## src/rtl/fwd_scoreboard.sv

```systemverilog
// ============================================================================
// Module   : fwd_scoreboard
// Purpose  : Hazard detection and operand forwarding for the pipelined
//            RISC-V core, placed between decode (ID) and execute (EX).
//            One countdown counter per architectural register tracks an
//            in-flight write of variable latency (ALU, load, mul/div). From
//            these counters the block stalls the instruction in ID on RAW
//            and WAW hazards. It also produces EX/MEM and MEM/WB forwarding
//            selects for the source operands of the instruction in EX, and
//            counts stall cycles for performance monitoring.
// Revision : 1.0 - initial release
// ----------------------------------------------------------------------------
// Ports
//   clk_i              core clock, rising edge
//   rst_ni             asynchronous active-low reset
//   issue_valid_i      instruction in ID is valid
//   issue_regwrite_i   instruction in ID writes rd
//   issue_rd_i         destination register of the ID instruction
//   issue_latency_i    cycles until the result can be forwarded (0 = untracked)
//   issue_rs_i         ID source registers, operand i at [5i+4:5i]
//   flush_i            kill the instruction in ID this cycle
//   hazard_selector_i  force every forwarding select to 00
//   ex_mem_regwrite_i  EX/MEM stage writes its rd
//   ex_mem_rd_i        EX/MEM destination register
//   mem_wb_regwrite_i  MEM/WB stage writes its rd
//   mem_wb_rd_i        MEM/WB destination register
//   id_ex_rs_i         EX source registers, same packing as issue_rs_i
//   forward_o          operand i at [2i+1:2i]: 00 RF, 10 EX/MEM, 01 MEM/WB
//   stall_o            hold PC and IF/ID, insert a bubble into ID/EX
//   busy_mask_o        bit r set while counter[r] != 0
//   stall_count_o      saturating count of stalled cycles
// ============================================================================
`default_nettype none

module fwd_scoreboard #(
  parameter int N        = 32,
  parameter int NUM_SRC  = 2,
  parameter int NUM_REGS = 32,
  parameter int LAT_W    = 3,
  parameter int CNT_W    = 16
) (
  input  logic                   clk_i,
  input  logic                   rst_ni,
  input  logic                   issue_valid_i,
  input  logic                   issue_regwrite_i,
  input  logic [4:0]             issue_rd_i,
  input  logic [LAT_W-1:0]       issue_latency_i,
  input  logic [NUM_SRC*5-1:0]   issue_rs_i,
  input  logic                   flush_i,
  input  logic                   hazard_selector_i,
  input  logic                   ex_mem_regwrite_i,
  input  logic [4:0]             ex_mem_rd_i,
  input  logic                   mem_wb_regwrite_i,
  input  logic [4:0]             mem_wb_rd_i,
  input  logic [NUM_SRC*5-1:0]   id_ex_rs_i,
  output logic [NUM_SRC*2-1:0]   forward_o,
  output logic                   stall_o,
  output logic [NUM_REGS-1:0]    busy_mask_o,
  output logic [CNT_W-1:0]       stall_count_o
);

  // Elaboration-time sanity check of the parameter set.
  generate
    if (N < 1 || NUM_SRC < 1 || NUM_SRC > 3 || NUM_REGS < 2 || NUM_REGS > 32 ||
        LAT_W < 1 || CNT_W < 1) begin : g_bad_param
      $error("fwd_scoreboard: unsupported parameter combination");
    end
  endgenerate

  // --------------------------------------------------------------------------
  // State
  // --------------------------------------------------------------------------
  logic [LAT_W-1:0]    cnt_q [NUM_REGS];
  logic [LAT_W-1:0]    cnt_d [NUM_REGS];
  logic [NUM_REGS-1:0] busy_q, busy_d;
  logic [CNT_W-1:0]    stall_cnt_q, stall_cnt_d;

  // --------------------------------------------------------------------------
  // Counter lookups for the ID instruction
  // --------------------------------------------------------------------------
  logic [LAT_W-1:0] cnt_rs [NUM_SRC];
  logic [LAT_W-1:0] cnt_rd;

  // Index out of range (NUM_REGS < 32) or x0 reads as an idle counter.
  always_comb begin
    cnt_rd = '0;
    for (int r = 1; r < NUM_REGS; r++) begin
      if (issue_rd_i == 5'(r)) cnt_rd = cnt_q[r];
    end
    for (int s = 0; s < NUM_SRC; s++) begin
      cnt_rs[s] = '0;
      for (int r = 1; r < NUM_REGS; r++) begin
        if (issue_rs_i[5*s +: 5] == 5'(r)) cnt_rs[s] = cnt_q[r];
      end
    end
  end

  // --------------------------------------------------------------------------
  // Hazard detection
  // --------------------------------------------------------------------------
  logic raw_hit;
  logic waw_hit;
  logic stall;
  logic accept;
  logic load_en;

  always_comb begin
    raw_hit = 1'b0;
    for (int s = 0; s < NUM_SRC; s++) begin
      // A counter of 1 means the producer result is forwardable next cycle,
      // so only values above 1 require a bubble.
      if (issue_rs_i[5*s +: 5] != 5'd0 && cnt_rs[s] > LAT_W'(1)) raw_hit = 1'b1;
    end
  end

  // A younger write must not complete before an older one to the same rd.
  assign waw_hit = issue_regwrite_i && (issue_rd_i != 5'd0) &&
                   (cnt_rd > issue_latency_i);

  assign stall   = issue_valid_i && !flush_i && (raw_hit || waw_hit);
  assign accept  = issue_valid_i && !flush_i && !stall;
  assign load_en = accept && issue_regwrite_i && (issue_rd_i != 5'd0) &&
                   (issue_latency_i != '0);

  // --------------------------------------------------------------------------
  // Next-state for counters, busy mask and stall counter
  // --------------------------------------------------------------------------
  always_comb begin
    for (int r = 0; r < NUM_REGS; r++) begin
      cnt_d[r] = '0;
    end
    for (int r = 1; r < NUM_REGS; r++) begin
      // A new issue overrides the decrement of the same register.
      if (load_en && issue_rd_i == 5'(r)) begin
        cnt_d[r] = issue_latency_i;
      end else if (cnt_q[r] != '0) begin
        cnt_d[r] = cnt_q[r] - LAT_W'(1);
      end
    end
    busy_d = '0;
    for (int r = 1; r < NUM_REGS; r++) begin
      busy_d[r] = (cnt_d[r] != '0);
    end
  end

  always_comb begin
    stall_cnt_d = stall_cnt_q;
    if (stall && stall_cnt_q != {CNT_W{1'b1}}) begin
      stall_cnt_d = stall_cnt_q + CNT_W'(1);
    end
  end

  always_ff @(posedge clk_i or negedge rst_ni) begin
    if (!rst_ni) begin
      for (int r = 0; r < NUM_REGS; r++) begin
        cnt_q[r] <= '0;
      end
      busy_q      <= '0;
      stall_cnt_q <= '0;
    end else begin
      for (int r = 0; r < NUM_REGS; r++) begin
        cnt_q[r] <= cnt_d[r];
      end
      busy_q      <= busy_d;
      stall_cnt_q <= stall_cnt_d;
    end
  end

  // --------------------------------------------------------------------------
  // Forwarding selects for the EX instruction; EX/MEM has priority because
  // it holds the younger result.
  // --------------------------------------------------------------------------
  generate
    for (genvar s = 0; s < NUM_SRC; s++) begin : g_fwd
      logic [4:0] rs;
      logic       ex_hit;
      logic       wb_hit;
      assign rs     = id_ex_rs_i[5*s +: 5];
      assign ex_hit = ex_mem_regwrite_i && (ex_mem_rd_i != 5'd0) && (ex_mem_rd_i == rs);
      assign wb_hit = mem_wb_regwrite_i && (mem_wb_rd_i != 5'd0) && (mem_wb_rd_i == rs);
      assign forward_o[2*s +: 2] = hazard_selector_i ? 2'b00 :
                                   ex_hit            ? 2'b10 :
                                   wb_hit            ? 2'b01 : 2'b00;
    end
  endgenerate

  assign stall_o       = stall;
  assign busy_mask_o   = busy_q;
  assign stall_count_o = stall_cnt_q;

endmodule

`default_nettype wire
```

## config.mk

```make
export PLATFORM = sky130hd
export DESIGN_NAME = fwd_scoreboard
export DESIGN_NICKNAME = d
export VERILOG_FILES = /design/src/rtl/fwd_scoreboard.sv
export SDC_FILE = /design/constraint.sdc
export NUM_CORES = 1
export LEC_CHECK = 0
export BUFFER_PORTS_ARGS = -buffer_cell sky130_fd_sc_hd__buf_4
export CAP_MARGIN = 40
export CORE_ASPECT_RATIO = 0.7
export CORE_MARGIN = 2
export CORE_UTILIZATION = 25
export CTS_CLUSTER_SIZE = 12
export DETAILED_ROUTE_END_ITERATION = 12
export PLACE_DENSITY = 0.47
export SYNTH_ARGS = -nofsm -noshare
export SYNTH_HDL_FRONTEND = slang
export SYNTH_SLANG_ARGS = --single-unit
```

## constraint.sdc

```tcl
create_clock -name clk_i -period 5.8 [get_ports clk_i]
set_input_delay 1.16 -clock clk_i [delete_from_list [all_inputs] [get_ports clk_i]]
set_output_delay 1.16 -clock clk_i [all_outputs]
set_load 0.01 [all_outputs]
```

### Word level (Yosys, flattened, before mapping)

Index checks and enable logic that the tools add are counted.

| word-level totals | value |
|---|---|
| register bits after elaboration | 140 |
| input bits | 46 |
| output and inout bits | 53 |
| word-level logic and storage cells | 448 |

| cells by class | value |
|---|---|
| add/subtract/negate cells | 32 |
| $lt $le $gt $ge | 3 |
| equality and inequality tests | 98 |
| mux-type cells | 163 |
| reductions and logical operators | 119 |

Operators by type and width:

| operator | number |
|---|---|
| $mux 3 | 155 |
| $eq 5x5->1 const B | 48 |
| $reduce_bool 3->1 | 63 |
| $eq 5x4->1 const B | 24 |
| $sub 3x1->3 const B | 31 |
| $eq 5x3->1 const B | 12 |
| $logic_and 1x1->1 | 48 |
| $eq 5x2->1 const B | 6 |
| $reduce_bool 5->1 | 5 |
| $eq 5x5->1 | 4 |
| $add 16x1->16 const B | 1 |
| $ne 16x16->1 const B | 1 |
| $eq 5x1->1 const B | 3 |
| $mux 2 | 4 |
| $gt 3x1->1 const B | 2 |
| $mux 1 | 4 |
| $gt 3x3->1 | 1 |
| $logic_not 1->1 | 2 |
| $logic_or 1x1->1 | 1 |

### Depth between registers and ports, before layout

| depth | value |
|---|---|
| depth in word-level cells | 46 |
| gate-level depth with buffers | 21 |

### Least setup slack after synthesis

No wires, ideal clock.

| timing | value |
|---|---|
| path type | input to output |
| start point | in issue_rd_i[1] |
| end point | out stall_o |
| arrival | 4.419 ns |
| path slack | 0.221 ns |
| stages on the path | 17 |
| buffers on the path | 6 |
| cell sequence | clkbuf_1 buf_1 clkbuf_1 clkbuf_1 mux2i_1 nor2_1 o21ai_0 o21ai_0 ha_1 a21o_1 a21oi_1 a311oi_1 nor3_1 nor4b_2 buf_4 clkbuf_1 nor2_1 |

| on the way | value |
|---|---|
| cells in the longest elaborated chain, start to end | 36 |
| elaborated cells between the ends (all ways) | 68 |
| classes of those cells | order compare (1); eq/ne (31); mux (31); reduce/logical (5) |

Ends and longest elaborated chain:

| element | RTL line | RTL |
|---|---|---|
| start: declaration | 46 | `input logic [4:0] issue_rd_i,` |
| $eq 5x1->1 | 88 | `if (issue_rd_i == 5'(r)) cnt_rd = cnt_q[r];` |
| $mux 3 (31 in a row) | 88 |  |
| $gt 3x3->1 | 118 | `(cnt_rd > issue_latency_i);` |
| $logic_and 1x1->1 (*) | 117 | `assign waw_hit = issue_regwrite_i && (issue_rd_i != 5'd0) &&` |
| $logic_or 1x1->1 (*) | 120 | `assign stall = issue_valid_i && !flush_i && (raw_hit \|\| waw_hit);` |
| $logic_and 1x1->1 (*) | 120 |  |
| end: declaration | 57 | `output logic stall_o,` |

Every way passes the cells marked *; elsewhere a longest branch is shown, timed or not.

### Worst setup path in the final report

| timing | value |
|---|---|
| start point | in issue_rd_i[3] |
| end point | out stall_o |

The elaborated chain is that of the path after synthesis.

==> results.md <==
* Non-filler cells, final at ~1,800
* DR DRC count at 0
* Largest net degree at the start of global routing at 55
* P&R area growth vs syn at 18.47%
* First-pass GRT wire length at roughly 58 mm
* Worst path required time at ~4.6 ns
* Leak pwr at slightly above 6 nW
* Net count, final at roughly 1,400
* Vias after detailed routing at 9,684
* Crit path DAT at roughly 4.4 ns
* Final HPWL DP at 27.94 mm
* Main synth FF type: dfrtp_1
* Ant. Diodes at 0
* Worst slew pin tran at approximately 0.84 ns
* Post-route setup slack at about 0.27 ns
* Post-synthesis cell count at around 1,200
* Boundary Pins at between 90 and 100
* Combinational share of power at 22.5%
* Number of global-route vias before repair at 9,082
* Final Max Slew Viols at 0
* Cts bufs inserted at 17
* Port Buffer Count at slightly below 100
* Synth warnings at 0
* Wire length per cell at between 20 and 25 µm
* Die Y at 176.4 µm
* Register share of total power at slightly below 40%
* Starting Density at 25.20%
* Final Setup Violations at 0
* Cell count after placement at 1,804
* Sw Pwr at between 0.9 and 1 mW
* H-tree Lvls at 4
* Minimum clock period at between 5 and 6 ns
* Initial antenna violation count at 1
* Max Freq at approximately 180 MHz
* Post-CTS setup buffers at 0
* Max FO, Critical Path at 13
* Max cap viols at 0
* CP Capture Type: primary output
* DR pass1 iterations at 6
* Distinct cell type count after synthesis at 73
* Post-Syn Nets at 1,316
* Cts repair resizes at 0
* Skew final at about 0.011 ns
* Die Width at approximately 250 µm
* ANT nets after route at 0
* Core Box Area at approximately 42,000 µm²
* Die footprint at 44,130 µm²
* DRT iter0 DRCs at between 1,000 and 1,500
* Period utilisation layout at a little over nine tenths
* Post-synth ARST share at 100.0%
* RSZ-0062 raised after global routing: false
* Post-synthesis sequential area ratio at 33.02%
* Share of cells above drive strength 1 at between 20% and 30%
* CTS clk-pin slew, worst paths at ~0.07 ns
* Clock share of power at approximately two fifths
* Avg Synthesized Cell Area at 8.811 µm²
* GPL Wtd Cong at 0.9104
* Crit Path Class: input port to primary output
* Number of synthesized flops with an enable pin at 0
* Worst min path class: register to register
* Int Pwr at approximately 2.1 mW
* Total GRT Usage at about 17%
* TNS Setup at 0 ns
* Worst vdd ir at around 0.20 mV
* Final-report hold violation count at 0
* #FFs+latches synth at between 100 and 150
* Drt total wl at about 38 mm
* TritonCTS clock tree: built
* PwrDens at ~250 nW/µm²
* Root Driver: clkbuf_16
* Vias per std cell at between 5 and 6
* Relative slew margins at 43.28%
* Clk buf depth at 2
* Dpl ws at about 0.21 ns
* GRT overflow at 0
* Worst skew pair latency at about 0.45 ns
* Sw frac at between 30% and 40%
* Syn Std Cell Area at 10,610 µm²
* Clock sink total at 140
* Fill count at 4,500
* Hold Buf Count CTS at 0
* Startpoint types: input port
* Status: complete, no violations
* Row count at 63
==> worst max-delay path, stage by stage <==
cell	delay (ns)
buf_4	0.15
nor2_1	0.18
nand2_1	0.17
a221oi_1	0.31
nor3_1	0.08
o21a_1	0.19
a31o_2	0.21
a222oi_1	0.27
a2111oi_0	0.10
o31ai_1	0.26
ha_1	0.28
a21oi_1	0.13
a311oi_1	0.06
nor3_1	0.18
nor4b_4	0.36
nor2_1	0.09
buf_4	0.16
==> synthesized netlist by cell type (14+ instances only) <==
library cell,count,area (µm²)
dfrtp_1,140,3503
nor2_1,107,401.6
nand2_1,104,390.4
mux2_2,87,979.7
inv_1,78,292.8
o21ai_0,77,385.4
a21oi_1,69,345.3
ha_1,66,825.8
clkbuf_1,45,168.9
a211oi_1,43,322.8
nand2b_1,37,231.5
nor3_1,28,140.1
xor2_1,22,192.7
nand3_1,20,100.1
nand4_2,19,237.7
mux2i_1,17,170.2
nand4_1,15,93.84
nor4_1,15,93.84
nor2b_1,14,87.58
==> state kept, by name (all words and copies together), names as in the netlist <==
register       cells
busy_mask_o       31
cnt_q             93
stall_count_o     16
==> placed cells by master, fill, tap and decap left out, types with 4 or more instances in the layout <==
cell,netlist,routed
nand4_2,19,19
o21ai_0,77,77
inv_1,78,78
buf_4,2,112
nand3b_1,8,8
or4_1,6,6
nor2_1,107,107
mux4_2,5,5
o22ai_1,13,13
ha_1,66,66
nand3_1,20,20
or2_2,5,5
dfrtp_1,140,140
a32oi_1,5,5
clkbuf_16,0,17
a31oi_1,12,12
bufinv_16,0,4
nor3b_1,6,6
nand4_1,15,15
o211ai_1,9,9
or3_1,4,4
nand2_1,104,104
nand2b_1,37,37
mux2_2,87,87
and3b_1,4,4
a221oi_1,7,7
nor2b_1,14,14
a211oi_1,43,43
nor4b_1,4,4
mux2i_1,17,17
a21oi_1,69,69
xnor2_1,12,12
o32ai_1,5,5
mux2_1,13,13
nor3_1,28,27
xor2_1,22,22
nor4_1,15,15
a22oi_1,5,5
==> metal layers <==
layer  wire (µm)  global-route usage, %  vias to the layer above
met2       14690                  23.17                      430
met1       18840                  26.89                     4755
met4         455                  3.568                        0
li1            -                      -                     4475
met5           0                      0                        -
met3        3719                  4.954                       24
==> power groups by stage <==
stage / clock, mW / sequential (mW) / combinational (mW)
floorplan: 0 / 1.21 / 0.391
global placement: 0 / 1.22 / 0.693
detailed placement: 0 / 1.22 / 0.699
CTS: 1.24 / 1.20 / 0.701
global route: 1.28 / 1.22 / 0.780
finish: 1.20 / 1.20 / 0.698
==> layout make-up <==
cell class / count / area (µm²) / share of cell area, %
Clock buffer: 18 / 439.2 / 3.494
Clock inverter: 13 / 188.9 / 1.503
Inverter: 79 / 296.5 / 2.359
Multi-Input combinational cell: 917 / 6534 / 51.99
Sequential cell: 140 / 3503 / 27.87
Tap cell: 552 / 690.7 / 5.495
Timing Repair Buffer: 117 / 915.9 / 7.287
==> path summary, 6_finish.rpt <==
check / startpoint / endpoint / slack (ns) / depth (start not counted)
hold / removal: stall_count_o[9] / stall_count_o[9] / 0.50 / 1
max in group asynchronous: rst_ni / cnt_q[35] / 4.06 / 2
hold reg to reg: stall_count_o[9] / stall_count_o[9] / 0.50 / 1
setup reg to reg: cnt_q[71] / cnt_q[62] / 1.42 / 17
setup / recovery: issue_rd_i[3] / stall_o / 0.27 / 17
min in group asynchronous: rst_ni / busy_mask_o[13] / 0.63 / 1
==> logic make-up after synthesis <==
family          share of synthesized area (%)
other cells                           0.03535
flops                                   33.02
compound gates                          16.92
mux                                     13.28
fa+ha+maj                               7.784
xor+xnor                                2.807
simple gates                            20.63
buf+inv                                 5.519
==> through the flow <==
stage / hold slack (ns) / utilization [%] / total power [mW] / cell area (µm²)
floorplan: 0.5213 / - / 1.600 / 10610
global placement: 0.4898 / 28.34 / 1.915 / 11930
detailed placement: 0.4961 / 28.35 / 1.920 / 11930
CTS: 0.5053 / 29.84 / 3.144 / 12560
global route: 0.5479 / 29.86 / 3.288 / 12570
finish: 0.5009 / 29.86 / 3.103 / 12570
Note: power is estimated with default switching activity, not from simulation.
